--- config.mk ---
export PLATFORM = sky130hd
export DESIGN_NAME = ervp_register_file_mr1w_clear
export DESIGN_NICKNAME = d
export VERILOG_FILES = /design/src/rtl/ervp_register_file_mr1w_clear.sv
export SDC_FILE = /design/constraint.sdc
export NUM_CORES = 1
export LEC_CHECK = 0
export ABC_AREA = 0
export BUFFER_PORTS_ARGS = -buffer_cell sky130_fd_sc_hd__buf_2
export CORE_MARGIN = 3
export CORE_UTILIZATION = 58
export CTS_CLUSTER_DIAMETER = 80
export DETAILED_ROUTE_END_ITERATION = 10
export PLACE_DENSITY = 0.77
export SLEW_MARGIN = 40
export SYNTH_ARGS = -nofsm -noshare
export SYNTH_HDL_FRONTEND = slang
export SYNTH_SLANG_ARGS = --single-unit
--- constraint.sdc ---
create_clock -name clk -period 29.4 [get_ports clk]
set_input_delay 5.88 -clock clk [delete_from_list [all_inputs] [get_ports clk]]
set_output_delay 5.88 -clock clk [all_outputs]
set_load 0.05 [all_outputs]
--- src/rtl/ervp_register_file_mr1w_clear.sv ---
// Multi-read, single-write register file with per-subword write mask and a background clear.
// Define ERVP_REGFILE_BYPASS_EN to forward same-cycle writes and in-flight clears to the read ports.
module ervp_register_file_mr1w_clear #(
    parameter int DEPTH      = 8,
    parameter int WIDTH      = 32,
    parameter int BW_INDEX   = 3,
    parameter int NUM_RPORT  = 2,
    parameter int BW_SUBWORD = 8,
    localparam int NUM_SUBWORD = (WIDTH + BW_SUBWORD - 1) / BW_SUBWORD
) (
    input  logic                          clk,
    input  logic                          rst,
    input  logic [BW_INDEX-1:0]           windex,
    input  logic                          wenable,
    input  logic [NUM_SUBWORD-1:0]        wpermit,
    input  logic [WIDTH-1:0]              wdata,
    output logic                          wready,
    input  logic [NUM_RPORT*BW_INDEX-1:0] rindex_list,
    input  logic [NUM_RPORT-1:0]          renable_list,
    output logic [NUM_RPORT*WIDTH-1:0]    rdata_list_synch,
    output logic [NUM_RPORT-1:0]          rvalid_list,
    input  logic                          clear_request,
    output logic                          clear_busy,
    output logic                          clear_done,
    output logic [1:0]                    clear_state_o
);

    localparam logic [1:0] ST_IDLE  = 2'd0;
    localparam logic [1:0] ST_CLEAR = 2'd1;
    localparam logic [1:0] ST_DONE  = 2'd2;

    localparam logic [BW_INDEX-1:0] LAST_IDX  = BW_INDEX'(DEPTH - 1);
    localparam logic [BW_INDEX:0]   DEPTH_EXT = (BW_INDEX + 1)'(DEPTH);

    logic [1:0]                       state_q, state_d;
    logic [BW_INDEX-1:0]              cnt_q, cnt_d;
    logic [WIDTH-1:0]                 mem_q [DEPTH];
    logic [WIDTH-1:0]                 mem_d [DEPTH];
    logic [NUM_RPORT-1:0][WIDTH-1:0]  rdata_q, rdata_d;
    logic [NUM_RPORT-1:0]             rvalid_q;
    logic [WIDTH-1:0]                 wmask;
    logic                             wr_en;
    logic [BW_INDEX-1:0]              rd_idx  [NUM_RPORT];
    logic [WIDTH-1:0]                 rd_word [NUM_RPORT];

    assign wready           = (state_q == ST_IDLE);
    assign clear_busy       = (state_q != ST_IDLE);
    assign clear_done       = (state_q == ST_DONE);
    assign clear_state_o    = state_q;
    assign rdata_list_synch = rdata_q;
    assign rvalid_list      = rvalid_q;

    // Out-of-range indices are dropped here so they never reach the array.
    assign wr_en = wenable && wready && ({1'b0, windex} < DEPTH_EXT);

    always_comb begin
        wmask = '0;
        for (int b = 0; b < WIDTH; b++) begin
            wmask[b] = wpermit[b / BW_SUBWORD];
        end
    end

    always_comb begin
        state_d = state_q;
        cnt_d   = cnt_q;
        case (state_q)
            ST_IDLE: begin
                if (clear_request) begin
                    state_d = ST_CLEAR;
                    cnt_d   = '0;
                end
            end
            ST_CLEAR: begin
                if (cnt_q == LAST_IDX) begin
                    state_d = ST_DONE;
                end else begin
                    cnt_d = cnt_q + 1'b1;
                end
            end
            ST_DONE: begin
                state_d = ST_IDLE;
                cnt_d   = '0;
            end
            default: begin
                state_d = ST_IDLE;
                cnt_d   = '0;
            end
        endcase
    end

    // The clear never overlaps a user write: wready is low outside IDLE.
    always_comb begin
        for (int e = 0; e < DEPTH; e++) begin
            mem_d[e] = mem_q[e];
            if (wr_en && (windex == BW_INDEX'(e))) begin
                mem_d[e] = (mem_q[e] & ~wmask) | (wdata & wmask);
            end
            if ((state_q == ST_CLEAR) && (cnt_q == BW_INDEX'(e))) begin
                mem_d[e] = '0;
            end
        end
    end

    always_comb begin
        for (int p = 0; p < NUM_RPORT; p++) begin
            rd_idx[p]  = rindex_list[BW_INDEX*p +: BW_INDEX];
            rd_word[p] = '0;
            for (int e = 0; e < DEPTH; e++) begin
                if (rd_idx[p] == BW_INDEX'(e)) begin
                    rd_word[p] = mem_q[e];
                end
            end
`ifdef ERVP_REGFILE_BYPASS_EN
            if (wr_en && (rd_idx[p] == windex)) begin
                rd_word[p] = (rd_word[p] & ~wmask) | (wdata & wmask);
            end
            if ((state_q == ST_CLEAR) && (rd_idx[p] == cnt_q)) begin
                rd_word[p] = '0;
            end
`endif
            rdata_d[p] = renable_list[p] ? rd_word[p] : rdata_q[p];
        end
    end

    always_ff @(posedge clk or posedge rst) begin
        if (rst) begin
            state_q  <= ST_IDLE;
            cnt_q    <= '0;
            rdata_q  <= '0;
            rvalid_q <= '0;
            for (int e = 0; e < DEPTH; e++) begin
                mem_q[e] <= '0;
            end
        end else begin
            state_q  <= state_d;
            cnt_q    <= cnt_d;
            rdata_q  <= rdata_d;
            rvalid_q <= renable_list;
            for (int e = 0; e < DEPTH; e++) begin
                mem_q[e] <= mem_d[e];
            end
        end
    end

endmodule

==> impl_metrics.yaml, run 1 <==
run_status:
  status: "finished, final reports clean"
die:
  die_h_microns: 180
  coreArea_sq_um: 29200
  io_pins: 122
  dieArea_sq_um: 32300
  dieWidth_microns: 180
  start_util: 0.598
  rows: 62
timing:
  tightestPinTransition_ps: 950
  setup_viol: 0
  fin_crit_sh: 0.278
  worst_slack_ps: 21230
  hold_violations: 0
  slew_violations: 0
  skew_ps: 9.62
  max_freq_ghz: 0.122
  slew_headroom: 0.367
  worst_hold_slack_ps: 500
  fin_crit_ps: 8170
  rsz0062_at_grt: "false"
  setup-tns-final_ps: 0
cts:
  insertion_delay_ps: 520
  root_buffer: "clkbuf_16"
  cts_resized: 0
  htree_num_levels: 2
  cts_setup_buffers: 0
  cts_buffers: 37
  hold_buffers: 0
  clkSinkCount: 327
  tritoncts: "built"
  clkTransAtPathRegs_ps: 60
  cts_buffer_depth: 3
routing:
  ant_nets: 0
  vias: 15547
  firstDrtPassIters: 5
  wl_per_cell_microns: 26.2
  dr.first_iter.drc_count: 2012
  drt-total-wl_microns: 58800
  drc_errors: 0
  via_per_inst: 6.93
logic_synthesis:
  syn_area_per_cell_sq_um: 9.68
  synth_cell_type_count: 61
  ys_seq_elements: 327
  syn-num-nets: 1864
  postSynthCellCount: 1807
  synth_warnings: 0
  synthFlopType: "dfrtp_1"
  synth_edf_count: 0
  ys_seq_area_frac: 0.468
  synthArstFlopShare: 1.00
  synthesis.area_sq_um: 17500
worst_setup_path:
  startpoint_type: "input port"
  crit_slowest_cell: "nand2b_1"
  cp.required_ps: 29800
  crit_fanout: 50
  ff2ff_setup_slack_ps: 26490
  worst-endpoint-arrival_ps: 8570
  crit_chain: "buf_4, buf_4, nand2b_1, o22ai_1, o221ai_1, o221a_2"
  crit_type: "in2reg"
  cp_common_cell: "buf_4"
  crit_path_end_kind: "flip-flop"
  cpPeakStageDelay_ps: 750
layout:
  fill_cells: 2309
  final_area_sq_um: 19200
  layout_commonest_cell: "dfrtp_1"
  drive_above_1_share: 0.147
  syn2layout_area_growth_pct: 9.61
  final_cell_mix: "327 x dfrtp_1, 216 x o21ai_0, 199 x mux2i_1"
  fin_nets: 1886
  final_cells: 2243
  finish.utilization: 0.655
power:
  ir_worst_vdd_uv: 71.4
  power_density_nw_per_um2: 73.6
  power_mw: 1.41
  p_leak_nw: 9.15
placed_design:
  place_congestion: 0.901
  hpwl_microns: 35000
  io_buffers: 121
  dp_cells: 2173
  pre_cts_ws_ps: 20890
  place_area_sq_um: 18000
grt:
  grt_use_total: 0.353
  grt_max_degree: 101
  grt_pass1_vias: 15153
  grt_pass1_wl_microns: 89700
  grt_overflow: 0
  antenna_found_initial: 5
worst_hold_path:
  holdCritPathClass: "reg2reg"
flow_run:
  cap_violations: 0
[synth_stat cells, types with 34 or more instances]
cell	n	area [sq um]
inv_1	77	289
nor2_1	128	480
dfrtp_1	327	8180
clkbuf_1	73	274
buf_2	63	315
mux2_2	34	383
o22ai_1	46	288
a21oi_1	59	295
o21ai_0	216	1080
nand2_1	106	398
o32ai_1	35	307
nand3_1	173	866
mux2i_1	199	1990
[logic make-up (layout without fill, tap and decap cells)]
| family | count (synthesis) | count (layout) | share of synthesized area |
|---|---|---|---|
| other | 0 | 5 | 0 |
| XOR/XNOR | 1 | 1 | 0.000501 |
| adder cells (fa/ha/maj) | 6 | 6 | 0.00429 |
| buffers and inverters | 239 | 286 | 0.0609 |
| multiplexers | 239 | 239 | 0.144 |
| flip-flops | 327 | 327 | 0.468 |
| AND/OR/NAND/NOR | 492 | 492 | 0.140 |
| AO/OA/AOI/OAI | 503 | 503 | 0.183 |
[registers in the layout, indices dropped and copies added (netlist names)]
| register | flops |
|---|---|
| clear_state_o | 2 |
| cnt_q | 3 |
| rdata_list_synch | 64 |
| mem_q | 256 |
| rvalid_list | 2 |
[layer usage]
metal / up-vias / routed length, microns / GRT usage
met4: 0 / 3290 / 0.192
met5: - / 0 / 0
met3: 240 / 7320 / 0.0948
met1: 7592 / 22400 / 0.473
li1: 6597 / - / -
met2: 1118 / 25900 / 0.526
[final timing paths]
| kind | start | to | cells after the start |
|---|---|---|---|
| setup / recovery | rindex_list[1] | rdata_list_synch[13]$_DFFE_PP0P_ | 6 |
| hold / removal | rdata_list_synch[51]$_DFFE_PP0P_ | rdata_list_synch[51]$_DFFE_PP0P_ | 2 |
| setup reg to reg | clear_state_o[1]$_DFFE_PP0P_ | mem_q[9]$_DFFE_PP0P_ | 4 |
| hold reg to reg | rdata_list_synch[51]$_DFFE_PP0P_ | rdata_list_synch[51]$_DFFE_PP0P_ | 2 |
| max in group asynchronous | rst | mem_q[188]$_DFFE_PP0P_ | 4 |
| min in group asynchronous | rst | mem_q[206]$_DFFE_PP0P_ | 2 |
[power by group]
group | switching, mW | total [mW] | internal [mW]
sequential | 0.0750 | 0.606 | 0.531
clock | 0.183 | 0.430 | 0.247
combinational | 0.259 | 0.375 | 0.116
[critical path: cells and delay by family]
family                 cells  cell delay (ps)
and+or+nand+nor            1              750
buffers and inverters      2             1110
AOI/OAI and AO/OA          3              750
[cell type report]
cell class	count	area [sq um]	share of cell area
Antenna cell	5	12.5	0.000653
Multi-Input combinational cell	1241	8290	0.433
Timing Repair Buffer	142	797	0.0416
Clock inverter	8	40.0	0.00209
Inverter	80	308	0.0161
Sequential cell	327	8180	0.427
Tap cell	384	480	0.0251
Clock buffer	56	1060	0.0552
No activity file was read; power rests on OpenSTA's default activity.
==> run 2, diff against run 1 <==
- clock period: 29.4 -> 7.9 ns (I/O delays scaled with it)
==> run 2 against run 1 <==
- core utilization up 0.69 points
- via count up 0.37%
- highest routed layer is now met5
- worst setup slack worse by 17000 ps
==> impl_metrics.yaml, run 2 (synthesis results as in run 1) <==
run_status:
  status: "finished, final reports clean"
flow_run:
  cap_violations: 0
die:
  die_h_microns: 180
  dieArea_sq_um: 32300
  io_pins: 122
  start_util: 0.598
  coreArea_sq_um: 29200
  dieWidth_microns: 180
  rows: 62
cts:
  cts_setup_buffers: 0
  htree_num_levels: 2
  clkSinkCount: 327
  cts_buffer_depth: 3
  insertion_delay_ps: 550
  cts_buffers: 37
  tritoncts: "built"
  root_buffer: "clkbuf_16"
  hold_buffers: 0
  clkTransAtPathRegs_ps: 60
  cts_resized: 0
worst_setup_path:
  worst-r2r-cell-count: 5
  r2r-end: "mem_q[217]$_DFFE_PP0P_"
  crit_path_end_kind: "flip-flop"
  worst-endpoint-arrival_ps: 4180
  crit_end: "rdata_list_synch[53]$_DFFE_PP0P_"
  worstReg2RegStart: "clear_state_o[0]$_DFFE_PP0P_"
  startpoint: "rindex_list[4]"
  ff2ff_setup_slack_ps: 5270
  cp.required_ps: 8320
  startpoint_type: "input port"
  crit_type: "in2reg"
  crit_fanout: 55
power:
  clkPwrFrac: 0.331
  swShare: 0.359
  seq_power_share: 0.413
  power_density_nw_per_um2: 282
  power_frac_comb: 0.255
  intPower_mw: 3.50
  switchingPower_mw: 1.96
  p_leak_nw: 9.25
  ir_worst_vdd_uv: 247
timing:
  fin_crit_sh: 0.477
  hold_violations: 0
  rsz0062_at_grt: "false"
  tightestPinTransition_ps: 900
  worst_slack_ps: 4140
  fin_crit_ps: 3760
  max_freq_ghz: 0.266
  slew_headroom: 0.399
  setup-tns-final_ps: 0
  skew_ps: 27.5
  setup_viol: 0
  slew_violations: 0
routing:
  ant_nets: 0
  via_per_inst: 6.94
  drc_errors: 0
  vias: 15605
  drt-total-wl_microns: 58800
  wl_per_cell_microns: 26.2
  firstDrtPassIters: 6
  dr.first_iter.drc_count: 2106
grt:
  antenna_found_initial: 6
  grt_max_degree: 163
  grt_pass1_vias: 15345
  grt_overflow: 0
  grt_use_total: 0.354
  grt_pass1_wl_microns: 89900
placed_design:
  io_buffers: 121
  hpwl_microns: 34800
  pre_cts_ws_ps: 3860
  place_congestion: 0.908
layout:
  drive_above_1_share: 0.153
  largest_reg_flops: 256
  fin_nets: 1889
  regMostFlops: "mem_q"
  layout_commonest_cell: "dfrtp_1"
  syn2layout_area_growth_pct: 10.8
  final_cell_mix: "327 x dfrtp_1, 216 x o21ai_0, 199 x mux2i_1"
worst_hold_path:
  holdCritPathClass: "reg2reg"
-- run 2: changes by cell type in the layout (fill, tap and decap cells not counted), sizes merged --
cell / change
buf: +3
bufinv: +4
clkbuf: -3
clkinv: -2
clkinvlp: +1
inv: +1
-- run 2: per-stage QoR --
step | power [mW] | instance area, sq um | std cells | hold WS [ps] | util
4_1_cts | 5.40 | 19300 | 2240 | 505 | 0.660
3_5_place_dp | 3.62 | 18000 | 2175 | 497 | 0.617
6_report | 5.46 | 19400 | 2247 | 504 | 0.662
5_1_grt | 5.66 | 19400 | 2247 | 518 | 0.662
2_1_floorplan | 3.16 | 17500 | 1807 | 469 | -
3_3_place_gp | 3.56 | 18000 | 2175 | 490 | 0.616
-- run 2: power groups by stage --
stage / combinational [mW] / clock (mW) / sequential (mW)
4_1_cts: 1.36 / 1.80 / 2.24
3_5_place_dp: 1.35 / 0 / 2.27
5_1_grt: 1.49 / 1.88 / 2.28
6_report: 1.39 / 1.81 / 2.25
3_3_place_gp: 1.31 / 0 / 2.25
2_1_floorplan: 0.801 / 0 / 2.36
-- run 2: cell type report --
type	count	area, sq um
antenna	5	12.5
clock buffer	53	1090
clock inverter	12	175
fill	2331	9880
inverter	80	304
multi-input combinational	1241	8290
sequential	327	8180
tap	384	480
timing repair buffer	145	833
-- run 2: per-layer routing --
metal	vias up	share of wire	track usage	wire, microns
met5	-	0.00022	0	13
met4	2	0.058	0.196	3400
met3	249	0.13	0.0998	7510
met2	1167	0.43	0.522	25500
met1	7583	0.38	0.476	22400
li1	6604	-	-	-
-- run 2: worst min path at each step --
stage	startpoint	end	slack, ps	cells after the start
detailed placement	rdata_list_synch[60]$_DFFE_PP0P_	rdata_list_synch[60]$_DFFE_PP0P_	500	1
global route	rdata_list_synch[14]$_DFFE_PP0P_	rdata_list_synch[14]$_DFFE_PP0P_	520	1
CTS	mem_q[208]$_DFFE_PP0P_	mem_q[208]$_DFFE_PP0P_	510	2
floorplan	mem_q[208]$_DFFE_PP0P_	mem_q[208]$_DFFE_PP0P_	470	2
finish	rdata_list_synch[54]$_DFFE_PP0P_	rdata_list_synch[54]$_DFFE_PP0P_	500	1
global placement	mem_q[208]$_DFFE_PP0P_	mem_q[208]$_DFFE_PP0P_	490	2
-- run 2: worst max-delay path: stages --
cell,delay [ps]
buf_4,440
buf_4,780
nand3_1,650
o21ai_0,380
a21oi_1,70
a22o_1,220
